`config.mk`:
```
export PLATFORM = sky130hd
export DESIGN_NAME = sensor_tx_scheduler
export DESIGN_NICKNAME = d
export VERILOG_FILES = /design/src/rtl/sensor_tx_scheduler.sv
export SDC_FILE = /design/constraint.sdc
export NUM_CORES = 1
export LEC_CHECK = 0
export CAP_MARGIN = 20
export CELL_PAD_IN_SITES_DETAIL_PLACEMENT = 2
export CELL_PAD_IN_SITES_GLOBAL_PLACEMENT = 2
export CORE_ASPECT_RATIO = 0.8
export CORE_MARGIN = 3
export CORE_UTILIZATION = 39
export CTS_BUF_LIST = sky130_fd_sc_hd__clkbuf_4
export CTS_CLUSTER_SIZE = 12
export DETAILED_ROUTE_END_ITERATION = 7
export PLACE_DENSITY_LB_ADDON = 0.2
export SYNTH_ARGS = -nofsm -noshare
export SYNTH_HDL_FRONTEND = slang
export SYNTH_SLANG_ARGS = --single-unit
```
`constraint.sdc`:
```
create_clock -name clk -period 3.6 [get_ports clk]
set_clock_uncertainty 0.2 [all_clocks]
set_input_delay 0.54 -clock clk [delete_from_list [all_inputs] [get_ports clk]]
set_output_delay 0.54 -clock clk [all_outputs]
set_load 0.01 [all_outputs]
```
`src/rtl/sensor_tx_scheduler.sv`:
```
// Shares one byte-wide UART transmitter between the distance and DHT sensors:
// latches readings, converts them to decimal ASCII and streams them as text frames.
module sensor_tx_scheduler #(
    parameter int GAP_CYCLES = 0,
    parameter bit RR_EN      = 1'b1
) (
    input  logic        clk,
    input  logic        rst,
    input  logic [9:0]  i_dist_data,
    input  logic        dist_done,
    input  logic [31:0] i_dht_data,
    input  logic        dht_done,
    input  logic        tx_busy,
    input  logic        tx_done,
    output logic        tx_start,
    output logic [7:0]  tx_data,
    output logic        o_busy,
    output logic        o_frame_done,
    output logic        o_frame_src,
    output logic [7:0]  o_drop_cnt
);

    typedef enum logic [2:0] {
        S_IDLE, S_LOAD, S_CONV, S_SEND_START, S_SEND_WAIT, S_GAP, S_DONE
    } state_t;

    localparam int GAP_W = (GAP_CYCLES > 1) ? $clog2(GAP_CYCLES) : 1;
    localparam logic [GAP_W-1:0] GAP_LAST = GAP_W'((GAP_CYCLES > 0) ? GAP_CYCLES - 1 : 0);

    state_t           state_q;
    logic             dist_pend_q, dht_pend_q;
    logic [9:0]       dist_buf_q;
    logic [7:0]       dht_hum_q, dht_tmp_q;
    logic [7:0]       drop_cnt_q, drop_cnt_d;
    logic [8:0]       drop_sum;
    logic             last_grant_q, src_q;
    logic [9:0]       work_a_q;
    logic [7:0]       work_b_q;
    logic [25:0]      dd_q, dd_nxt;
    logic [3:0]       conv_cnt_q;
    logic             pass_q;
    logic [15:0]      dig_a_q;
    logic [11:0]      dig_b_q;
    logic [3:0]       byte_idx_q, last_idx;
    logic [GAP_W-1:0] gap_cnt_q;
    logic             tx_start_q, frame_done_q, frame_src_q;
    logic [7:0]       tx_data_q, byte_nxt;
    logic             grant_v, grant_src, dist_drop, dht_drop;
    logic             unused_dht_dec;

    // Decimal fractions of the DHT reading are never transmitted.
    assign unused_dht_dec = ^{i_dht_data[23:16], i_dht_data[7:0]};

    assign tx_start     = tx_start_q;
    assign tx_data      = tx_data_q;
    assign o_busy       = (state_q != S_IDLE);
    assign o_frame_done = frame_done_q;
    assign o_frame_src  = frame_src_q;
    assign o_drop_cnt   = drop_cnt_q;

    function automatic logic [25:0] dd_step(input logic [25:0] v);
        logic [25:0] a;
        a = v;
        for (int i = 0; i < 4; i++) begin
            if (a[10+4*i +: 4] >= 4'd5) a[10+4*i +: 4] = a[10+4*i +: 4] + 4'd3;
        end
        return {a[24:0], 1'b0};
    endfunction

    function automatic logic [7:0] asc(input logic [3:0] d);
        return {4'h3, d};
    endfunction

    always_comb begin
        grant_v   = (state_q == S_IDLE) && (dist_pend_q || dht_pend_q);
        grant_src = dht_pend_q;
        if (dist_pend_q && dht_pend_q) grant_src = RR_EN ? ~last_grant_q : 1'b0;
    end

    // A pulse landing on the cycle its own source is granted refills the
    // buffer without counting as a drop.
    always_comb begin
        dist_drop  = dist_done && dist_pend_q && !(grant_v && !grant_src);
        dht_drop   = dht_done && dht_pend_q && !(grant_v && grant_src);
        drop_sum   = {1'b0, drop_cnt_q} + {8'd0, dist_drop} + {8'd0, dht_drop};
        drop_cnt_d = drop_sum[8] ? 8'hFF : drop_sum[7:0];
    end

    always_ff @(posedge clk or negedge rst) begin
        if (!rst) begin
            dist_pend_q <= 1'b0;
            dht_pend_q  <= 1'b0;
            dist_buf_q  <= '0;
            dht_hum_q   <= '0;
            dht_tmp_q   <= '0;
            drop_cnt_q  <= '0;
        end else begin
            drop_cnt_q <= drop_cnt_d;
            if (dist_done) begin
                dist_buf_q  <= i_dist_data;
                dist_pend_q <= 1'b1;
            end else if (grant_v && !grant_src) begin
                dist_pend_q <= 1'b0;
            end
            if (dht_done) begin
                dht_hum_q  <= i_dht_data[31:24];
                dht_tmp_q  <= i_dht_data[15:8];
                dht_pend_q <= 1'b1;
            end else if (grant_v && grant_src) begin
                dht_pend_q <= 1'b0;
            end
        end
    end

    assign dd_nxt   = dd_step(dd_q);
    assign last_idx = src_q ? 4'd12 : 4'd7;

    always_comb begin
        byte_nxt = 8'h00;
        if (!src_q) begin
            case (byte_idx_q)
                4'd0: byte_nxt = 8'h44;
                4'd1: byte_nxt = 8'h3A;
                4'd2: byte_nxt = asc(dig_a_q[15:12]);
                4'd3: byte_nxt = asc(dig_a_q[11:8]);
                4'd4: byte_nxt = asc(dig_a_q[7:4]);
                4'd5: byte_nxt = asc(dig_a_q[3:0]);
                4'd6: byte_nxt = 8'h0D;
                4'd7: byte_nxt = 8'h0A;
                default: byte_nxt = 8'h00;
            endcase
        end else begin
            case (byte_idx_q)
                4'd0:  byte_nxt = 8'h54;
                4'd1:  byte_nxt = 8'h3A;
                4'd2:  byte_nxt = asc(dig_a_q[11:8]);
                4'd3:  byte_nxt = asc(dig_a_q[7:4]);
                4'd4:  byte_nxt = asc(dig_a_q[3:0]);
                4'd5:  byte_nxt = 8'h20;
                4'd6:  byte_nxt = 8'h48;
                4'd7:  byte_nxt = 8'h3A;
                4'd8:  byte_nxt = asc(dig_b_q[11:8]);
                4'd9:  byte_nxt = asc(dig_b_q[7:4]);
                4'd10: byte_nxt = asc(dig_b_q[3:0]);
                4'd11: byte_nxt = 8'h0D;
                4'd12: byte_nxt = 8'h0A;
                default: byte_nxt = 8'h00;
            endcase
        end
    end

    always_ff @(posedge clk or negedge rst) begin
        if (!rst) begin
            state_q      <= S_IDLE;
            last_grant_q <= 1'b1;
            src_q        <= 1'b0;
            work_a_q     <= '0;
            work_b_q     <= '0;
            dd_q         <= '0;
            conv_cnt_q   <= '0;
            pass_q       <= 1'b0;
            dig_a_q      <= '0;
            dig_b_q      <= '0;
            byte_idx_q   <= '0;
            gap_cnt_q    <= '0;
            tx_start_q   <= 1'b0;
            tx_data_q    <= '0;
            frame_done_q <= 1'b0;
            frame_src_q  <= 1'b0;
        end else begin
            tx_start_q   <= 1'b0;
            frame_done_q <= 1'b0;
            case (state_q)
                S_IDLE: if (grant_v) begin
                    src_q    <= grant_src;
                    work_a_q <= grant_src ? {2'b00, dht_tmp_q} : dist_buf_q;
                    work_b_q <= dht_hum_q;
                    state_q  <= S_LOAD;
                end
                S_LOAD: begin
                    dd_q       <= {16'd0, work_a_q};
                    conv_cnt_q <= '0;
                    pass_q     <= 1'b0;
                    state_q    <= S_CONV;
                end
                S_CONV: begin
                    conv_cnt_q <= conv_cnt_q + 4'd1;
                    if (conv_cnt_q == 4'd9) begin
                        if (!pass_q) dig_a_q <= dd_nxt[25:10];
                        else         dig_b_q <= dd_nxt[21:10];
                        // DHT runs a second pass for humidity after temperature.
                        if (src_q && !pass_q) begin
                            pass_q     <= 1'b1;
                            conv_cnt_q <= '0;
                            dd_q       <= {18'd0, work_b_q};
                        end else begin
                            byte_idx_q <= '0;
                            state_q    <= S_SEND_START;
                        end
                    end else begin
                        dd_q <= dd_nxt;
                    end
                end
                S_SEND_START: if (!tx_busy) begin
                    tx_start_q <= 1'b1;
                    tx_data_q  <= byte_nxt;
                    state_q    <= S_SEND_WAIT;
                end
                S_SEND_WAIT: if (tx_done) begin
                    if (byte_idx_q == last_idx) begin
                        frame_done_q <= 1'b1;
                        frame_src_q  <= src_q;
                        state_q      <= S_DONE;
                    end else begin
                        byte_idx_q <= byte_idx_q + 4'd1;
                        gap_cnt_q  <= '0;
                        state_q    <= (GAP_CYCLES > 0) ? S_GAP : S_SEND_START;
                    end
                end
                S_GAP: begin
                    if (gap_cnt_q == GAP_LAST) state_q <= S_SEND_START;
                    else gap_cnt_q <= gap_cnt_q + 1'b1;
                end
                S_DONE: begin
                    last_grant_q <= src_q;
                    state_q      <= S_IDLE;
                end
                default: state_q <= S_IDLE;
            endcase
        end
    end

endmodule

```
**Yosys cells after proc, flatten, opt, wreduce, memory -nomap -nowiden**

Index checks and enable logic that the tools add are counted.
W data, S select, Z words.

- Register bits: 134

- $add $sub $neg: 9
- Order comparisons: 4
- Bitwise logic cells: 3
- Equal/unequal tests: 29
- Reductions and logical operators: 33
- Mux-type cells: 46

Operators by type and width:

| operator | count |
|---|---|
| $pmux W7 S12 | 1 |
| $pmux W7 S8 | 1 |
| $mux W26 | 2 |
| $pmux W26 S2 | 1 |
| $mux W4 | 10 |
| $eq A4 B4 Y1 const B | 6 |
| $mux W3 | 8 |
| $pmux W3 S6 | 1 |
| $eq A4 B3 Y1 const B | 4 |
| $ge A4 B3 Y1 const B | 4 |
| $mux W8 | 2 |
| $ne A2 B2 Y1 const B | 8 |
| $pmux W4 S2 | 2 |
| $mux W1 | 15 |
| $reduce_and A3 Y1 | 5 |
| $add A4 B2 Y4 const B | 3 |
| $mux W10 | 1 |
| $reduce_bool A2 Y1 | 5 |
| $add A8 B1 Y9 | 1 |
| $add A9 B1 Y9 | 1 |
| $eq A3 B3 Y1 const B | 3 |
| $logic_and A1 B1 Y1 | 9 |
| $add A4 B1 Y4 const B | 2 |
| $eq A4 B2 Y1 const B | 2 |
| other kinds (18) | 27 |

**Depth between registers and ports, before layout**

- Depth after elaboration: 9
- Gate-level depth with buffers: 10
- Mapped depth without buffers: 8

**Least setup slack after synthesis**

No wires, ideal clock.

- Kind: register to register
- Start: register state_q[0]
- End: register drop_cnt_q[2] (netlist: o_drop_cnt[2])
- Slack: 0.708 ns
- Data arrival time: 2.559 ns
- Library setup time: 0.132 ns
- Cell stages (with the launch flop): 11
- Period minus slack after synthesis: 2.892 ns
- Cells stage by stage: dfrtp_1 -> buf_4 -> nor3_1 -> and3_1 -> clkbuf_1 -> nor3b_1 -> fa_1 -> and4_1 -> and3_1 -> nand3_1 -> o21ai_0

- Longest elaborated chain between the ends: 8
- Elaborated cells between the ends (all ways): 11
- Classes of those cells: add/sub: 2; mux: 1; reduce/logical: 8

RTL lines:

| item | RTL line | RTL |
|---|---|---|
| start, declared | 30 | `state_t state_q;` |
| start signal, assigned | 217 | `state_q <= (GAP_CYCLES > 0) ? S_GAP : S_SEND_START;` |
| $logic_not A3 Y1 (*) | 75 | `grant_v = (state_q == S_IDLE) && (dist_pend_q \|\| dht_pend_q);` |
| $logic_and A1 B1 Y1 (*) | 75 |  |
| $logic_and A1 B1 Y1 | 83 | `dist_drop = dist_done && dist_pend_q && !(grant_v && !grant_src);` |
| $logic_not A1 Y1 | 83 |  |
| $logic_and A1 B1 Y1 | 83 |  |
| $add A8 B1 Y9 | 85 | `drop_sum = {1'b0, drop_cnt_q} + {8'd0, dist_drop} + {8'd0, dht_drop};` |
| $add A9 B1 Y9 (*) | 85 |  |
| $mux W8 (*) | 86 | `drop_cnt_d = drop_sum[8] ? 8'hFF : drop_sum[7:0];` |
| via drop_cnt_d[2] | 34 | `logic [7:0] drop_cnt_q, drop_cnt_d;` |
| end signal, assigned | 98 | `drop_cnt_q <= drop_cnt_d;` |
| end, declared | 34 |  |

Mark *: on every way through the listed nets, which the timed path passes. The rest lies on a longest branch.
A chain may end at the register's enable or synchronous reset.

**Worst setup path after layout**

- Start: register state_q[1]
- End: register drop_cnt_q[5] (netlist: o_drop_cnt[5])

Same word-level chain as after synthesis.

==> impl_metrics.xml <==
<?xml version="1.0" encoding="UTF-8"?>
<metrics>
  <group name="outcome">
    <metric name="run_status" unit="">finished clean</metric>
  </group>
  <group name="final_layout">
    <metric name="fraction_of_final_layout_cells_sized_beyond_drive_strength_1" unit="%">17.22</metric>
    <metric name="mostFrequentLayoutCell" unit="">dfrtp_1</metric>
    <metric name="finalNetCount" unit="">677</metric>
    <metric name="post_layout_nonfiller_instances" unit="">843</metric>
    <metric name="finish.instance_area" unit="µm²">7370</metric>
    <metric name="area_delta_synth_final" unit="%">15.54</metric>
    <metric name="layout.cells.most_common_list" unit="">dfrtp_1, mux2_2, clkdlybuf4s50_1</metric>
  </group>
  <group name="timing">
    <metric name="finalCritPeriodShare" unit="%">86.36</metric>
    <metric name="fmax" unit="MHz">321.6</metric>
    <metric name="unrepaired_setup_endpoints_after_global_routing" unit="">no</metric>
    <metric name="setup_failing_eps_final" unit="">0</metric>
    <metric name="final_worst_path_setup_slack" unit="ps">491.0</metric>
    <metric name="worst_slew_margin_rel" unit="%">32.17</metric>
    <metric name="final-hold-violation-count" unit="">0</metric>
    <metric name="final_max_slew_viol_count" unit="">0</metric>
    <metric name="finalSetupTns" unit="ps">0</metric>
    <metric name="final.min_clock_period" unit="ps">3109</metric>
    <metric name="worst_pin_slew" unit="ps">1017</metric>
  </group>
  <group name="logic_synthesis">
    <metric name="synth_edf_count" unit="">0</metric>
    <metric name="synth-seq-cells" unit="">132</metric>
    <metric name="synth.area.mux_share" unit="%">10.63</metric>
    <metric name="netlist_instances" unit="">568</metric>
    <metric name="synth.net_count" unit="">631</metric>
    <metric name="synth_ff_type" unit="">dfrtp_1</metric>
    <metric name="synth.cell_area" unit="µm²">6379</metric>
    <metric name="async_flop_share" unit="%">100.0</metric>
    <metric name="synth.yosys.seq_area_share" unit="%">51.80</metric>
    <metric name="complex_gate_fraction_of_the_synthesized_area" unit="%">17.09</metric>
    <metric name="synth_top_family_by_area" unit="">compound AO/OA/AOI/OAI gates</metric>
    <metric name="postSynthAreaPerCell" unit="µm²">11.23</metric>
    <metric name="synthesis.yosys.warnings" unit="">0</metric>
    <metric name="synthAdderAreaFrac" unit="%">3.060</metric>
    <metric name="yosys.area_share.xor_xnor" unit="%">1.098</metric>
    <metric name="synthDistinctLibCells" unit="">66</metric>
    <metric name="area_fraction_in_and_or_nand_and_nor_cells_after_synthesis" unit="%">11.69</metric>
  </group>
  <group name="route">
    <metric name="postRouteWirelength" unit="µm">17330</metric>
    <metric name="route.detailed.vias_per_inst" unit="">5.674</metric>
    <metric name="drt_first_iter_violations" unit="">307</metric>
    <metric name="remaining_drc_errors" unit="">0</metric>
    <metric name="final_antenna_net_count" unit="">0</metric>
    <metric name="routed-via-count" unit="">4783</metric>
    <metric name="detail_route.first_pass.iterations" unit="">6</metric>
    <metric name="drt-wirelength-per-cell" unit="µm">20.56</metric>
  </group>
  <group name="setup_path">
    <metric name="path_cells" unit="">nor3_1 -&gt; o211a_1 -&gt; nor3b_1 -&gt; fa_1 -&gt; and4_1 -&gt; and3_1 -&gt; nand3_1 -&gt; o21ai_0</metric>
    <metric name="start_kind" unit="">register</metric>
    <metric name="endpoint_kind" unit="">register</metric>
    <metric name="worst_setup_path_startpoint" unit="">state_q[1]</metric>
    <metric name="critical_path.reg2reg.startpoint" unit="">state_q[1]</metric>
    <metric name="crit_path_top_delay_cell" unit="">o211a_1</metric>
    <metric name="setup.worst_path.class" unit="">register to register</metric>
    <metric name="timing.critical_path.buf_inv" unit="">0</metric>
    <metric name="crit_arrival" unit="ps">3350</metric>
    <metric name="cp_max_fo" unit="">12</metric>
    <metric name="required" unit="ps">3840</metric>
    <metric name="max_stage_delay" unit="ps">530</metric>
    <metric name="cp_top_family" unit="">simple AND/OR/NAND/NOR gates</metric>
  </group>
  <group name="clock_network">
    <metric name="ctsHtreeMaxLevel" unit="">4</metric>
    <metric name="clk_transition_reported_paths" unit="ps">130</metric>
    <metric name="number_of_sinks_on_the_clock_net" unit="">132</metric>
    <metric name="cts_root_buf" unit="">clkbuf_4</metric>
    <metric name="cts_inserted_buffers" unit="">17</metric>
    <metric name="clock_path_buffers" unit="">2</metric>
    <metric name="tritoncts" unit="">built</metric>
    <metric name="worst_skew_pair.late_latency" unit="ps">560</metric>
    <metric name="cts-resized-gates" unit="">0</metric>
  </group>
  <group name="grt">
    <metric name="overflow" unit="">0</metric>
    <metric name="grt_max_degree" unit="">74</metric>
    <metric name="grt_pass1_wl" unit="µm">29100</metric>
    <metric name="grt_antenna_before_repair" unit="">1</metric>
    <metric name="grt_use_total" unit="%">20.57</metric>
    <metric name="first_global_vias" unit="">5361</metric>
  </group>
  <group name="placed_design">
    <metric name="gp_weighted_congestion" unit="">0.7906</metric>
    <metric name="placement.cell_area" unit="µm²">7082</metric>
    <metric name="io_buffers" unit="">50</metric>
    <metric name="detailedPlacementHpwl" unit="µm">12200</metric>
    <metric name="dp.cells" unit="">809</metric>
    <metric name="place_worst_setup_slack" unit="ps">486.0</metric>
  </group>
  <group name="floorplanning">
    <metric name="core_area" unit="µm²">15900</metric>
    <metric name="floorplan.initialDensity" unit="%">40.11</metric>
    <metric name="floorplan.die.width" unit="µm">149.0</metric>
    <metric name="boundaryPins" unit="">68</metric>
    <metric name="die_area" unit="µm²">17940</metric>
    <metric name="rows" unit="">41</metric>
    <metric name="die_h" unit="µm">120.4</metric>
  </group>
  <group name="power">
    <metric name="p_leak" unit="nW">3.227</metric>
    <metric name="total_power" unit="W">0.004986</metric>
    <metric name="vdd_ir_drop_max" unit="mV">0.2661</metric>
    <metric name="total_power_per_unit_cell_area" unit="nW/µm²">676.6</metric>
  </group>
  <group name="run">
    <metric name="maxCapViolCount" unit="">0</metric>
  </group>
  <group name="hold_path">
    <metric name="hold_path.class" unit="">input pin to asynchronous set/reset pin</metric>
  </group>
</metrics>
cells in the mapped netlist, drive strengths merged (4+ instances only):
master | count | area (µm²)
buf | 17 | 107.6
nor3b | 12 | 90.09
inv | 28 | 105.1
ha | 14 | 175.2
o21ai | 29 | 148.9
a22o | 15 | 131.4
a21o | 4 | 30.03
dfrtp | 131 | 3278
nand2b | 15 | 93.84
nand3 | 9 | 45.04
clkbuf | 21 | 78.83
a222oi | 15 | 150.1
mux2 | 54 | 608.1
a221o | 4 | 40.04
a22oi | 4 | 30.03
nor2 | 21 | 81.33
a32o | 4 | 40.04
a21oi | 42 | 221.5
nor3 | 17 | 96.35
mux2i | 7 | 70.07
nand2 | 26 | 97.59
o32ai | 4 | 35.03
o22ai | 5 | 31.28
xnor2 | 6 | 52.55
and3 | 7 | 43.79
o21bai | 5 | 37.54
power breakdown:
| group | total, W | switching [W] | internal, W | leakage, nW |
|---|---|---|---|---|
| Sequential | 0.00212 | 0.000291 | 0.00183 | 1.69 |
| Combinational | 0.00187 | 0.00104 | 0.000823 | 1.39 |
| Clock | 0.00100 | 0.000632 | 0.000371 | 0.149 |
| Total | 0.00499 | 0.00197 | 0.00302 | 3.23 |
per-stage QoR:
stage	hold slack, ps	utilization, %
final	179.9	46.34
after global routing	131.4	46.34
after CTS	115.9	46.33
after detailed placement	219.5	44.53
after global placement	212.8	44.53
after floorplan	44.41	-
cells by family (layout without fill, tap and decap cells):
kind of cell	after synthesis	after routing
simple gates	131	131
other cells	1	2
fa+ha+maj	15	15
xor+xnor	8	8
buf+inv	66	125
flops	132	132
compound gates	154	154
mux	61	61
layer usage:
| metal | vias up | track usage (%) | part of all wire, % |
|---|---|---|---|
| met2 | 65 | 33.43 | 49 |
| met3 | 9 | 4.534 | 2.7 |
| li1 | 2197 | - | - |
| met4 | 0 | 5.146 | 0.86 |
| met5 | - | 0 | 0 |
| met1 | 2512 | 28.16 | 47 |
state kept, by name, indices dropped and copies added, names as in the netlist, 3 cells and up:
register    cells
dig_a_q        16
tx_data         7
dd_q           26
byte_idx_q      4
o_drop_cnt      8
dig_b_q        12
conv_cnt_q      4
dht_tmp_q       8
work_a_q       10
dist_buf_q     10
state_q         3
dht_hum_q       8
work_b_q        8
area by class of cell:
class	instances	area, µm²
fill	1613	8533
clock buffer	18	135.1
antenna	1	2.502
inverter	28	105.1
sequential	132	3304
clock inverter	14	140.1
timing repair buffer	65	625.6
multi-input combinational	370	2788
tap	215	269.0
path summary, 6_finish.rpt:
path | to | cells after the start | slack (ps)
worst max-delay path | o_drop_cnt[5] | 8 | 490
worst min-delay path | state_q[2] | 2 | 180
worst max register to register | o_drop_cnt[5] | 8 | 490
worst min register to register | last_grant_q | 2 | 310
max in group asynchronous | dd_q[20] | 3 | 2140
min in group clk | last_grant_q | 2 | 310
what timing repair did:
item                                   4_1_cts  5_1_grt
setup endpoints to repair                    0        0
hold buffers                                 1        0
setup buffers                                0        0
endpoints found under the hold margin       86        0
No activity file was read; power rests on OpenSTA's default activity.
